[src/rtl/mips_pkg.sv]
// Shared definitions for the MIPS pipeline MEM stage.
// Contents:
//   DATA_WIDTH      - default data/address width
//   REG_ADDR_WIDTH  - register-file address width
//   state_t         - MEM stage access FSM encoding
//   is_word_aligned - word-alignment test on the low address bits
package mips_pkg;

  localparam int DATA_WIDTH     = 32;
  localparam int REG_ADDR_WIDTH = 5;

  typedef enum logic [1:0] {
    IDLE   = 2'd0,
    ACCESS = 2'd1,
    DONE   = 2'd2
  } state_t;

  // A word access is legal only when the two low address bits are zero.
  function automatic logic is_word_aligned(input logic [1:0] addr_lsb);
    return (addr_lsb == 2'b00);
  endfunction

endpackage

[src/rtl/mem_wb_reg.sv]
// MEM/WB pipeline register with load/bubble select.
// Ports:
//   clk, reset        - rising-edge clock, synchronous active-high reset
//   i_load            - 1: capture the inputs, 0: insert a bubble (all zero)
//   i_alu_result      - ALU result forwarded to writeback
//   i_read_data       - data returned by memory (0 when none)
//   i_mem_to_reg      - writeback source select
//   i_reg_write       - register-file write enable
//   i_write_register  - destination register
//   o_*               - registered copies of the above
module mem_wb_reg #(
  parameter int DATA_WIDTH = mips_pkg::DATA_WIDTH
) (
  input  logic                                clk,
  input  logic                                reset,
  input  logic                                i_load,
  input  logic [DATA_WIDTH-1:0]               i_alu_result,
  input  logic [DATA_WIDTH-1:0]               i_read_data,
  input  logic                                i_mem_to_reg,
  input  logic                                i_reg_write,
  input  logic [mips_pkg::REG_ADDR_WIDTH-1:0] i_write_register,
  output logic [DATA_WIDTH-1:0]               o_alu_result,
  output logic [DATA_WIDTH-1:0]               o_read_data,
  output logic                                o_mem_to_reg,
  output logic                                o_reg_write,
  output logic [mips_pkg::REG_ADDR_WIDTH-1:0] o_write_register
);

  // Pipeline register: load a real instruction or clear to a bubble.
  always_ff @(posedge clk) begin
    if (reset) begin
      o_alu_result     <= '0;
      o_read_data      <= '0;
      o_mem_to_reg     <= 1'b0;
      o_reg_write      <= 1'b0;
      o_write_register <= '0;
    end else if (i_load) begin
      o_alu_result     <= i_alu_result;
      o_read_data      <= i_read_data;
      o_mem_to_reg     <= i_mem_to_reg;
      o_reg_write      <= i_reg_write;
      o_write_register <= i_write_register;
    end else begin
      // A bubble has no side effects in WB; zeroing the data fields too
      // keeps the register contents deterministic.
      o_alu_result     <= '0;
      o_read_data      <= '0;
      o_mem_to_reg     <= 1'b0;
      o_reg_write      <= 1'b0;
      o_write_register <= '0;
    end
  end

endmodule

[src/rtl/mem_stage_ctrl.sv]
// MEM stage controller of the 5-stage MIPS pipeline.
// Resolves branches, runs a req/ack handshake with a multi-cycle data memory
// (with timeout), stalls upstream while an access is outstanding and owns the
// MEM/WB register.
// Ports:
//   clk, reset                      - clock, synchronous active-high reset
//   *_MEM inputs                    - EX/MEM register outputs
//   PCSrc_MEM, Jump_taken_MEM       - combinational branch/jump resolution
//   Stall_MEM                       - hold PC, IF/ID, ID/EX, EX/MEM when high
//   mem_req/we/addr/wdata           - registered memory request
//   mem_ack, mem_rdata              - memory completion pulse and read data
//   *_WB outputs                    - MEM/WB register
//   mem_error, align_error          - sticky timeout / misalignment flags
module mem_stage_ctrl #(
  parameter int DATA_WIDTH = mips_pkg::DATA_WIDTH,
  parameter int TIMEOUT    = 16,
  parameter int CNT_WIDTH  = 5
) (
  input  logic                                clk,
  input  logic                                reset,
  input  logic [DATA_WIDTH-1:0]               ALU_result_MEM,
  input  logic [DATA_WIDTH-1:0]               Read_Data_2_MEM,
  input  logic                                BranchEQ_MEM,
  input  logic                                BranchNE_MEM,
  input  logic                                Jump_MEM,
  input  logic                                Zero_MEM,
  input  logic                                MemRead_MEM,
  input  logic                                MemWrite_MEM,
  input  logic                                MemToReg_MEM,
  input  logic                                RegWrite_MEM,
  input  logic [mips_pkg::REG_ADDR_WIDTH-1:0] Write_register_MEM,
  output logic                                PCSrc_MEM,
  output logic                                Jump_taken_MEM,
  output logic                                Stall_MEM,
  output logic                                mem_req,
  output logic                                mem_we,
  output logic [DATA_WIDTH-1:0]               mem_addr,
  output logic [DATA_WIDTH-1:0]               mem_wdata,
  input  logic                                mem_ack,
  input  logic [DATA_WIDTH-1:0]               mem_rdata,
  output logic [DATA_WIDTH-1:0]               Read_Data_WB,
  output logic [DATA_WIDTH-1:0]               ALU_result_WB,
  output logic                                MemToReg_WB,
  output logic                                RegWrite_WB,
  output logic [mips_pkg::REG_ADDR_WIDTH-1:0] Write_register_WB,
  output logic                                mem_error,
  output logic                                align_error
);

  import mips_pkg::*;

  state_t                r_state;
  state_t                w_next_state;
  logic [CNT_WIDTH-1:0]  r_cnt;
  logic                  r_mem_req;
  logic                  r_mem_we;
  logic [DATA_WIDTH-1:0] r_mem_addr;
  logic [DATA_WIDTH-1:0] r_mem_wdata;
  logic [DATA_WIDTH-1:0] r_rdata;
  logic                  r_kill;
  logic                  r_mem_error;
  logic                  r_align_error;

  logic                  w_pending;
  logic                  w_aligned;
  logic                  w_stall;
  logic                  w_wb_load;
  logic                  w_timeout;
  logic [DATA_WIDTH-1:0] w_wb_rdata;
  logic                  w_wb_reg_write;

  assign w_pending = MemRead_MEM | MemWrite_MEM;
  assign w_aligned = is_word_aligned(ALU_result_MEM[1:0]);

  assign PCSrc_MEM      = (BranchEQ_MEM & Zero_MEM) | (BranchNE_MEM & ~Zero_MEM);
  assign Jump_taken_MEM = Jump_MEM;
  assign Stall_MEM      = w_stall;
  assign mem_req        = r_mem_req;
  assign mem_we         = r_mem_we;
  assign mem_addr       = r_mem_addr;
  assign mem_wdata      = r_mem_wdata;
  assign mem_error      = r_mem_error;
  assign align_error    = r_align_error;

  // Next-state, stall and MEM/WB load decisions.
  always_comb begin
    w_next_state = r_state;
    w_stall      = 1'b0;
    w_wb_load    = 1'b0;
    w_timeout    = 1'b0;
    case (r_state)
      IDLE: begin
        if (w_pending) begin
          // Misaligned accesses also stall one cycle so the instruction is
          // still presented when DONE retires it.
          w_stall = 1'b1;
          if (w_aligned) begin
            w_next_state = ACCESS;
          end else begin
            w_next_state = DONE;
          end
        end else begin
          w_wb_load = 1'b1;
        end
      end
      ACCESS: begin
        w_stall = 1'b1;
        // Ack is tested first so an ack on the last allowed cycle wins.
        if (mem_ack) begin
          w_next_state = DONE;
        end else if (r_cnt == CNT_WIDTH'(TIMEOUT - 1)) begin
          w_timeout    = 1'b1;
          w_next_state = DONE;
        end else begin
          w_next_state = ACCESS;
        end
      end
      DONE: begin
        w_wb_load    = 1'b1;
        w_next_state = IDLE;
      end
      default: begin
        w_next_state = IDLE;
      end
    endcase
  end

  // Data and write-enable presented to MEM/WB: captured data only on DONE.
  always_comb begin
    w_wb_rdata     = '0;
    w_wb_reg_write = RegWrite_MEM;
    if (r_state == DONE) begin
      w_wb_rdata     = r_rdata;
      w_wb_reg_write = RegWrite_MEM & ~r_kill;
    end else begin
      w_wb_rdata     = '0;
      w_wb_reg_write = RegWrite_MEM;
    end
  end

  // FSM state, timeout counter, memory request and sticky error registers.
  always_ff @(posedge clk) begin
    if (reset) begin
      r_state       <= IDLE;
      r_cnt         <= '0;
      r_mem_req     <= 1'b0;
      r_mem_we      <= 1'b0;
      r_mem_addr    <= '0;
      r_mem_wdata   <= '0;
      r_rdata       <= '0;
      r_kill        <= 1'b0;
      r_mem_error   <= 1'b0;
      r_align_error <= 1'b0;
    end else begin
      r_state <= w_next_state;
      case (r_state)
        IDLE: begin
          r_cnt <= '0;
          if (w_pending) begin
            r_rdata <= '0;
            r_kill  <= ~w_aligned;
            if (w_aligned) begin
              r_mem_req   <= 1'b1;
              r_mem_we    <= MemWrite_MEM;
              r_mem_addr  <= ALU_result_MEM;
              r_mem_wdata <= Read_Data_2_MEM;
            end else begin
              r_align_error <= 1'b1;
            end
          end
        end
        ACCESS: begin
          r_cnt <= r_cnt + CNT_WIDTH'(1);
          if (mem_ack) begin
            r_mem_req <= 1'b0;
            // Writes (including read+write) leave the captured data at 0.
            if (!r_mem_we) begin
              r_rdata <= mem_rdata;
            end
          end else if (w_timeout) begin
            r_mem_req   <= 1'b0;
            r_mem_error <= 1'b1;
          end
        end
        DONE: begin
          r_cnt <= '0;
        end
        default: begin
          r_cnt <= '0;
        end
      endcase
    end
  end

  mem_wb_reg #(
    .DATA_WIDTH(DATA_WIDTH)
  ) u_mem_wb_reg (
    .clk              (clk),
    .reset            (reset),
    .i_load           (w_wb_load),
    .i_alu_result     (ALU_result_MEM),
    .i_read_data      (w_wb_rdata),
    .i_mem_to_reg     (MemToReg_MEM),
    .i_reg_write      (w_wb_reg_write),
    .i_write_register (Write_register_MEM),
    .o_alu_result     (ALU_result_WB),
    .o_read_data      (Read_Data_WB),
    .o_mem_to_reg     (MemToReg_WB),
    .o_reg_write      (RegWrite_WB),
    .o_write_register (Write_register_WB)
  );

endmodule

[config.mk]
export PLATFORM = sky130hd
export DESIGN_NAME = mem_stage_ctrl
export DESIGN_NICKNAME = d
export VERILOG_FILES = /design/src/rtl/mips_pkg.sv /design/src/rtl/mem_wb_reg.sv /design/src/rtl/mem_stage_ctrl.sv
export SDC_FILE = /design/constraint.sdc
export NUM_CORES = 1
export LEC_CHECK = 0
export BUFFER_PORTS_ARGS = -buffer_cell sky130_fd_sc_hd__buf_4
export CORE_ASPECT_RATIO = 0.6
export CORE_MARGIN = 1.5
export CORE_UTILIZATION = 40
export DETAILED_ROUTE_END_ITERATION = 16
export GPL_TIMING_DRIVEN = 1
export PLACE_DENSITY_LB_ADDON = 0.1
export REMOVE_ABC_BUFFERS = 1
export SLEW_MARGIN = 30
export SYNTH_ARGS = -nofsm -noshare
export SYNTH_HDL_FRONTEND = slang
export SYNTH_HIERARCHICAL = 1
export SYNTH_SLANG_ARGS = --single-unit
[constraint.sdc]
create_clock -name clk -period 4.65 [get_ports clk]
set_input_delay 0.465 -clock clk [delete_from_list [all_inputs] [get_ports clk]]
set_output_delay 0.465 -clock clk [all_outputs]
set_load 0.1 [all_outputs]
Word level (Yosys, flattened, before mapping)
Index checks and enable logic that the tools add are counted.
Word-level totals
  flip-flop bits (word level): 179
  bits in latches: 0
  bits in writable memories: 0
  memory bits (read-only): 0
  input bits: 112
  output and inout bits: 142
  word-level logic and storage cells: 70
  memories kept: 0
Operators by class
  $add $sub $neg: 1
  $mul: 0
  div/mod/pow operators: 0
  order comparisons: 0
  equality and inequality tests: 8
  shifts and indexed selects: 0
  mux-type cells: 22
  bitwise gates (word level): 12
  reduce and logical (&&, ||, !) cells: 12
Operators by type and width (number)
  2-to-1 mux 32 bit: 3
  one-hot mux 32 bit (2 select lines): 1
  2-to-1 mux 1 bit: 10
  AND reduction 3 bit: 3
  2-to-1 mux 2 bit: 4
  != test 2 bit, second input constant: 4
  AND reduction 4 bit: 2
  inverter 1 bit: 7
  one-hot mux 1 bit (2 select lines): 3
  adder 5 x 1 -> 5 bit, second input constant: 1
  equality test 5 x 4 -> 1 bit, second input constant: 1
  zero test 2 bit: 2
  one-hot mux 2 bit (2 select lines): 1
  OR reduction 2 bit: 2
  bitwise AND 1 bit: 3
  != test 3 bit, second input constant: 1
  OR reduction 3 bit: 1
  equality test 2 x 1 -> 1 bit, second input constant: 1
  equality test 2 bit, second input constant: 1
  OR 1 bit: 2
  AND reduction 2 bit: 1
  nonzero test 2 bit: 1

Longest topological paths before layout
  word-level depth: 7
  gate-level depth with buffers: 7
  mapped depth without buffers: 6

By module
Netlist, hierarchy kept.
Modules (own cells, without submodules)
  mem_stage_ctrl: instances 1, cells an instance 527, area each 4712.0 sq um, sequential area each 2162.1 sq um
  mem_wb_reg: instances 1, cells an instance 156, area each 2202.1 sq um, sequential area each 1421.4 sq um

Least setup slack after synthesis
No wires, ideal clock.
  kind: flip-flop to output port
  start point: register r_state[0]
  end point: output port Stall_MEM
  arrival: 2.058 ns
  required time: 4.185 ns
  setup slack: 2.127 ns
  cell stages (with the launch flop): 4
  path buffers: 1
  cells stage by stage: dfxtp_1 -> clkbuf_1 -> nor3_1 -> nor2_1
Between the ends
  longest elaborated chain between the ends: 2
  elaborated cells between the ends (all ways): 3
  classes of those cells: eq/ne: 1; mux: 1; reduce/logical: 1
RTL lines
  start: declaration: RTL line mem_stage_ctrl.sv:52  | state_t r_state;
  start signal: assignment: RTL line mem_stage_ctrl.sv:155  | r_state <= w_next_state;
  equality test 2 x 1 -> 1 bit / zero test 2 bit (equally long branches): RTL line mem_stage_ctrl.sv:91  | case (r_state)
  one-hot mux 1 bit (2 select lines) *: RTL line mem_stage_ctrl.sv:91
  end: declaration: RTL line mem_stage_ctrl.sv:34  | output logic Stall_MEM,
Every way passes the cells marked *; elsewhere a longest branch is shown, timed or not.

Worst setup path after layout
  start point: register r_state[1]
  end point: register u_mem_wb_reg/o_write_register[2] in the netlist's numbering
Between the ends
  longest elaborated chain between the ends: 4
  elaborated cells between the ends (all ways): 5
  classes of those cells: eq/ne: 1; mux: 1; bitwise: 1; reduce/logical: 2
RTL lines
  equality test 2 bit / zero test 2 bit (equally long branches): RTL line mem_stage_ctrl.sv:91
  one-hot mux 1 bit (2 select lines) *: RTL line mem_stage_ctrl.sv:91
  net w_wb_load: RTL line mem_stage_ctrl.sv:67  | logic w_wb_load;
  inverter 1 bit (no line) *
  OR reduction 2 bit (no line) *
  end signal: assignment: RTL line mem_wb_reg.sv:42  | o_write_register <= i_write_register;
  end: declaration: RTL line mem_wb_reg.sv:26  | output logic [mips_pkg::REG_ADDR_WIDTH-1:0] o_write_register
The timed path passes the listed nets; every way through them passes the cells marked *.
A chain may end at the register's enable or synchronous reset.

==> metrics.md <==
| Metric | Value |
|---|---|
| Outcome | `finished clean` |
| Postcts setup bufs | `0` |
| PD cells | `approximately 400 nW/um2` |
| Port bufs | `around 250` |
| Hold Violations, Final | `0` |
| LEAKAGE | `0.004197 uW` |
| Syn. warnings | `6` |
| Peak VDD IR | `188.8 uV` |
| CTS tree | `built` |
| Tot Pwr | `3786 uW` |
| CP Launch Type | `flip-flop` |
| Drt via density | `just under 5` |
| # rows | `36` |
| Net switching power figure | `between 1000 and 1500 uW` |
| Synth Register Bits | `~180` |
| Avg Cell Area, Syn | `between 10 and 15 um2` |
| Chip height | `104.8 um` |
| DIE AREA | `~18000 um2` |
| Synth Area in Compound Gates | `0.1035` |
| WS Path Type | `flip-flop to flip-flop` |
| Critical Path Start | `r_state[1]` |
| Post-Synthesis Cells | `between 600 and 700` |
| Reg power frac | `0.425` |
| CTS root buffer | `clkbuf_16` |
| Crit end category | `flip-flop` |
| Antenna cells | `0` |
| Gr ovfl total | `0` |
| Tcrit/Tclk final | `0.4719` |
| Synth Area in Simple Gates | `0.2731` |
| Initial Util | `0.4171` |
| Reg clk slew, reported paths | `~70 ps` |
| Multiplexer share of the synthesized area | `0.04796` |
| GRT Total Usage | `0.1930` |
| Synth Area in Adders | `0.003619` |
| Final WL | `between 15000 and 20000 um` |
| Post-DRT Antenna Nets | `0` |
| Switching part of the total | `0.3082` |
| Clk Latency, worst-skew pair | `420 ps` |
| Clock power frac | `0.394` |
| First-pass GRT wire length | `28210 um` |
| CTS buffer count | `17` |
| Net count, final | `roughly 1000` |
| Setup-failing EPs final | `0` |
| I/O pins | `~250` |
| Setup_tns | `0 ps` |
| Internal power | `~2600 uW` |
| Clk sinks | `179` |
| Resized Gates After CTS | `0` |
| Fillers | `1479` |
| Final Max Tran Viols | `0` |
| Synth unique cells | `37` |
| Largest family of logic cells by synthesized area | `simple AND/OR/NAND/NOR gates` |
| DRC | `0` |
| Xor and xnor fraction of the mapped netlist area | `0.002533` |
| Worst-margin pin slew | `~800 ps` |
| Via count | `~5500` |
| Max Cap Viol | `0` |
| WL per Instance | `between 15 and 20 um` |
| DP HPWL | `roughly 12000 um` |
| Worst slew margin | `0.4598` |
| DR pass1 iterations | `4` |
| Most used DFF post-synth | `dfxtp_1` |
| Worst Hold Class | `input pin to flip-flop` |
| CP Max Fanout | `47` |
| Unrepaired setup endpoints after global routing | `false` |
| Critical Path RT | `approximately 5000 ps` |
| CTS max path bufs | `2` |
| Crit path time final | `between 2000 and 2500 ps` |
| Post-synth ARST share | `0` |
| Comb pwr share | `0.181` |
| H-Tree Depth | `4` |
| Proportion of layout cells with a drive suffix above 1 | `0.4057` |
| Cts hold-fix bufs | `0` |
| Mapped cell area | `around 6900 um2` |
| Worst R2R Start | `r_state[1]` |
| Area grow syn2layout | `36.59%` |
| Initial detailed-routing violation count | `between 300 and 400` |
| Worst EP arrival | `2560 ps` |
| Min-delay src | `mem_rdata[16]` |
| Fmax | `roughly 460 MHz` |
| Worst Skew | `11.15 ps` |
| Initial antenna violation count | `0` |
| Register area share after synthesis | `0.5183` |
| Width of the die | `172.7 um` |
| Routability-driven placement congestion ratio | `approximately 0.8` |
| Largest net degree at the start of global routing | `between 100 and 150` |
| Core Area | `between 15000 and 20000 um2` |
| Post-synth EDFFs | `0` |
| Vias in the first global route | `5395` |
## worst paths after layout
check | to | slack [ps] | cells past startpoint
hold / removal | r_rdata[16] | 290 | 3
hold reg to reg | r_cnt[0] | 460 | 1
setup reg to reg | u_mem_wb_reg/o_write_register[2] | 2460 | 4
setup / recovery | u_mem_wb_reg/o_write_register[2] | 2460 | 4
## power groups by stage
stage,clock network (uW),logic (uW),registers [uW]
floorplan,0,159,1940
global placement,0,676,1640
detailed placement,0,684,1640
CTS,1530,685,1610
global route,1590,714,1610
finish,1490,683,1610
## cells in the mapped netlist (2+ instances only)
library cell / instances / area [um2]
dfxtp_1: 179 / 3583
and3b_2: 71 / 710.7
a21oi_1: 64 / 320.3
nand3b_1: 63 / 473.0
o21ai_0: 58 / 290.3
nand2_1: 35 / 131.4
nand2b_1: 34 / 212.7
and2_1: 33 / 206.5
clkbuf_1: 32 / 120.1
mux2i_1: 32 / 320.3
buf_2: 13 / 65.06
nor2_1: 12 / 45.04
o21ai_1: 9 / 45.04
clkbuf_2: 8 / 40.04
buf_6: 7 / 78.83
buf_4: 4 / 30.03
inv_1: 4 / 15.01
a21boi_0: 2 / 15.01
ha_1: 2 / 25.02
nor3_1: 2 / 10.01
nor3b_1: 2 / 15.01
or4_1: 2 / 15.01
## kinds of logic (layout without fill, tap and decap cells)
kind of cell               Yosys count  in the layout
adders and majority gates            2              2
and+or+nand+nor                    261            261
AOI/OAI and AO/OA                  137            137
buffers and inverters               69            293
DFF                                179            179
xor gates and xnor gates             2              2
muxes                               33             33
## worst max-delay path, stage by stage (launching register included)
cell and delay, ps:
dfxtp_1 690, nor2_1 170, nor2_4 500, buf_4 500, and3b_2 260
## layer usage
| layer | up-vias | wire length, um | track usage |
|---|---|---|---|
| li1 | 2757 | - | - |
| met3 | 9 | 1111 | 0.05932 |
| met4 | 0 | 121 | 0.05590 |
| met2 | 158 | 8281 | 0.3191 |
| met5 | - | 0 | 0 |
| met1 | 2607 | 8247 | 0.2429 |
## area by class of cell
cell class	instances	area, um2	area share
clock inverter	13	163.9	0.01736
multi-input combinational	435	3010	0.3188
tap	228	285.3	0.03021
timing repair buffer	257	1933	0.2047
inverter	4	15.01	0.001590
clock buffer	19	452.9	0.04796
sequential	179	3583	0.3794
## cell usage in the layout, fill, tap and decap left out, types with 2 or more instances in the layout
| cell | count |
|---|---|
| clkbuf_16 | 17 |
| nor3b_1 | 2 |
| dfxtp_1 | 179 |
| inv_1 | 4 |
| a21boi_0 | 2 |
| bufinv_16 | 2 |
| nor2_1 | 10 |
| o21ai_1 | 9 |
| nand2b_1 | 34 |
| clkinvlp_4 | 2 |
| mux2i_1 | 32 |
| a21oi_1 | 64 |
| clkbuf_8 | 2 |
| nand2_1 | 35 |
| and3b_2 | 71 |
| inv_8 | 4 |
| buf_4 | 256 |
| nand3b_1 | 63 |
| o21ai_0 | 58 |
| ha_1 | 2 |
| nor2_4 | 2 |
| and2_1 | 33 |
| nor3_1 | 2 |
| inv_6 | 4 |
## metrics by stage
stage	cells	setup WS (ps)	utilization	cell area, um2	hold WS (ps)
after floorplan	618	-569.9	-	6576	417.9
after global placement	1103	2252	0.5319	8816	424.5
after detailed placement	1103	2212	0.5322	8821	438.1
after CTS	1135	2258	0.5694	9438	268.6
after global routing	1135	2293	0.5697	9444	284.2
final	1135	2456	0.5697	9444	290.4
No activity file was read; power rests on OpenSTA's default activity.
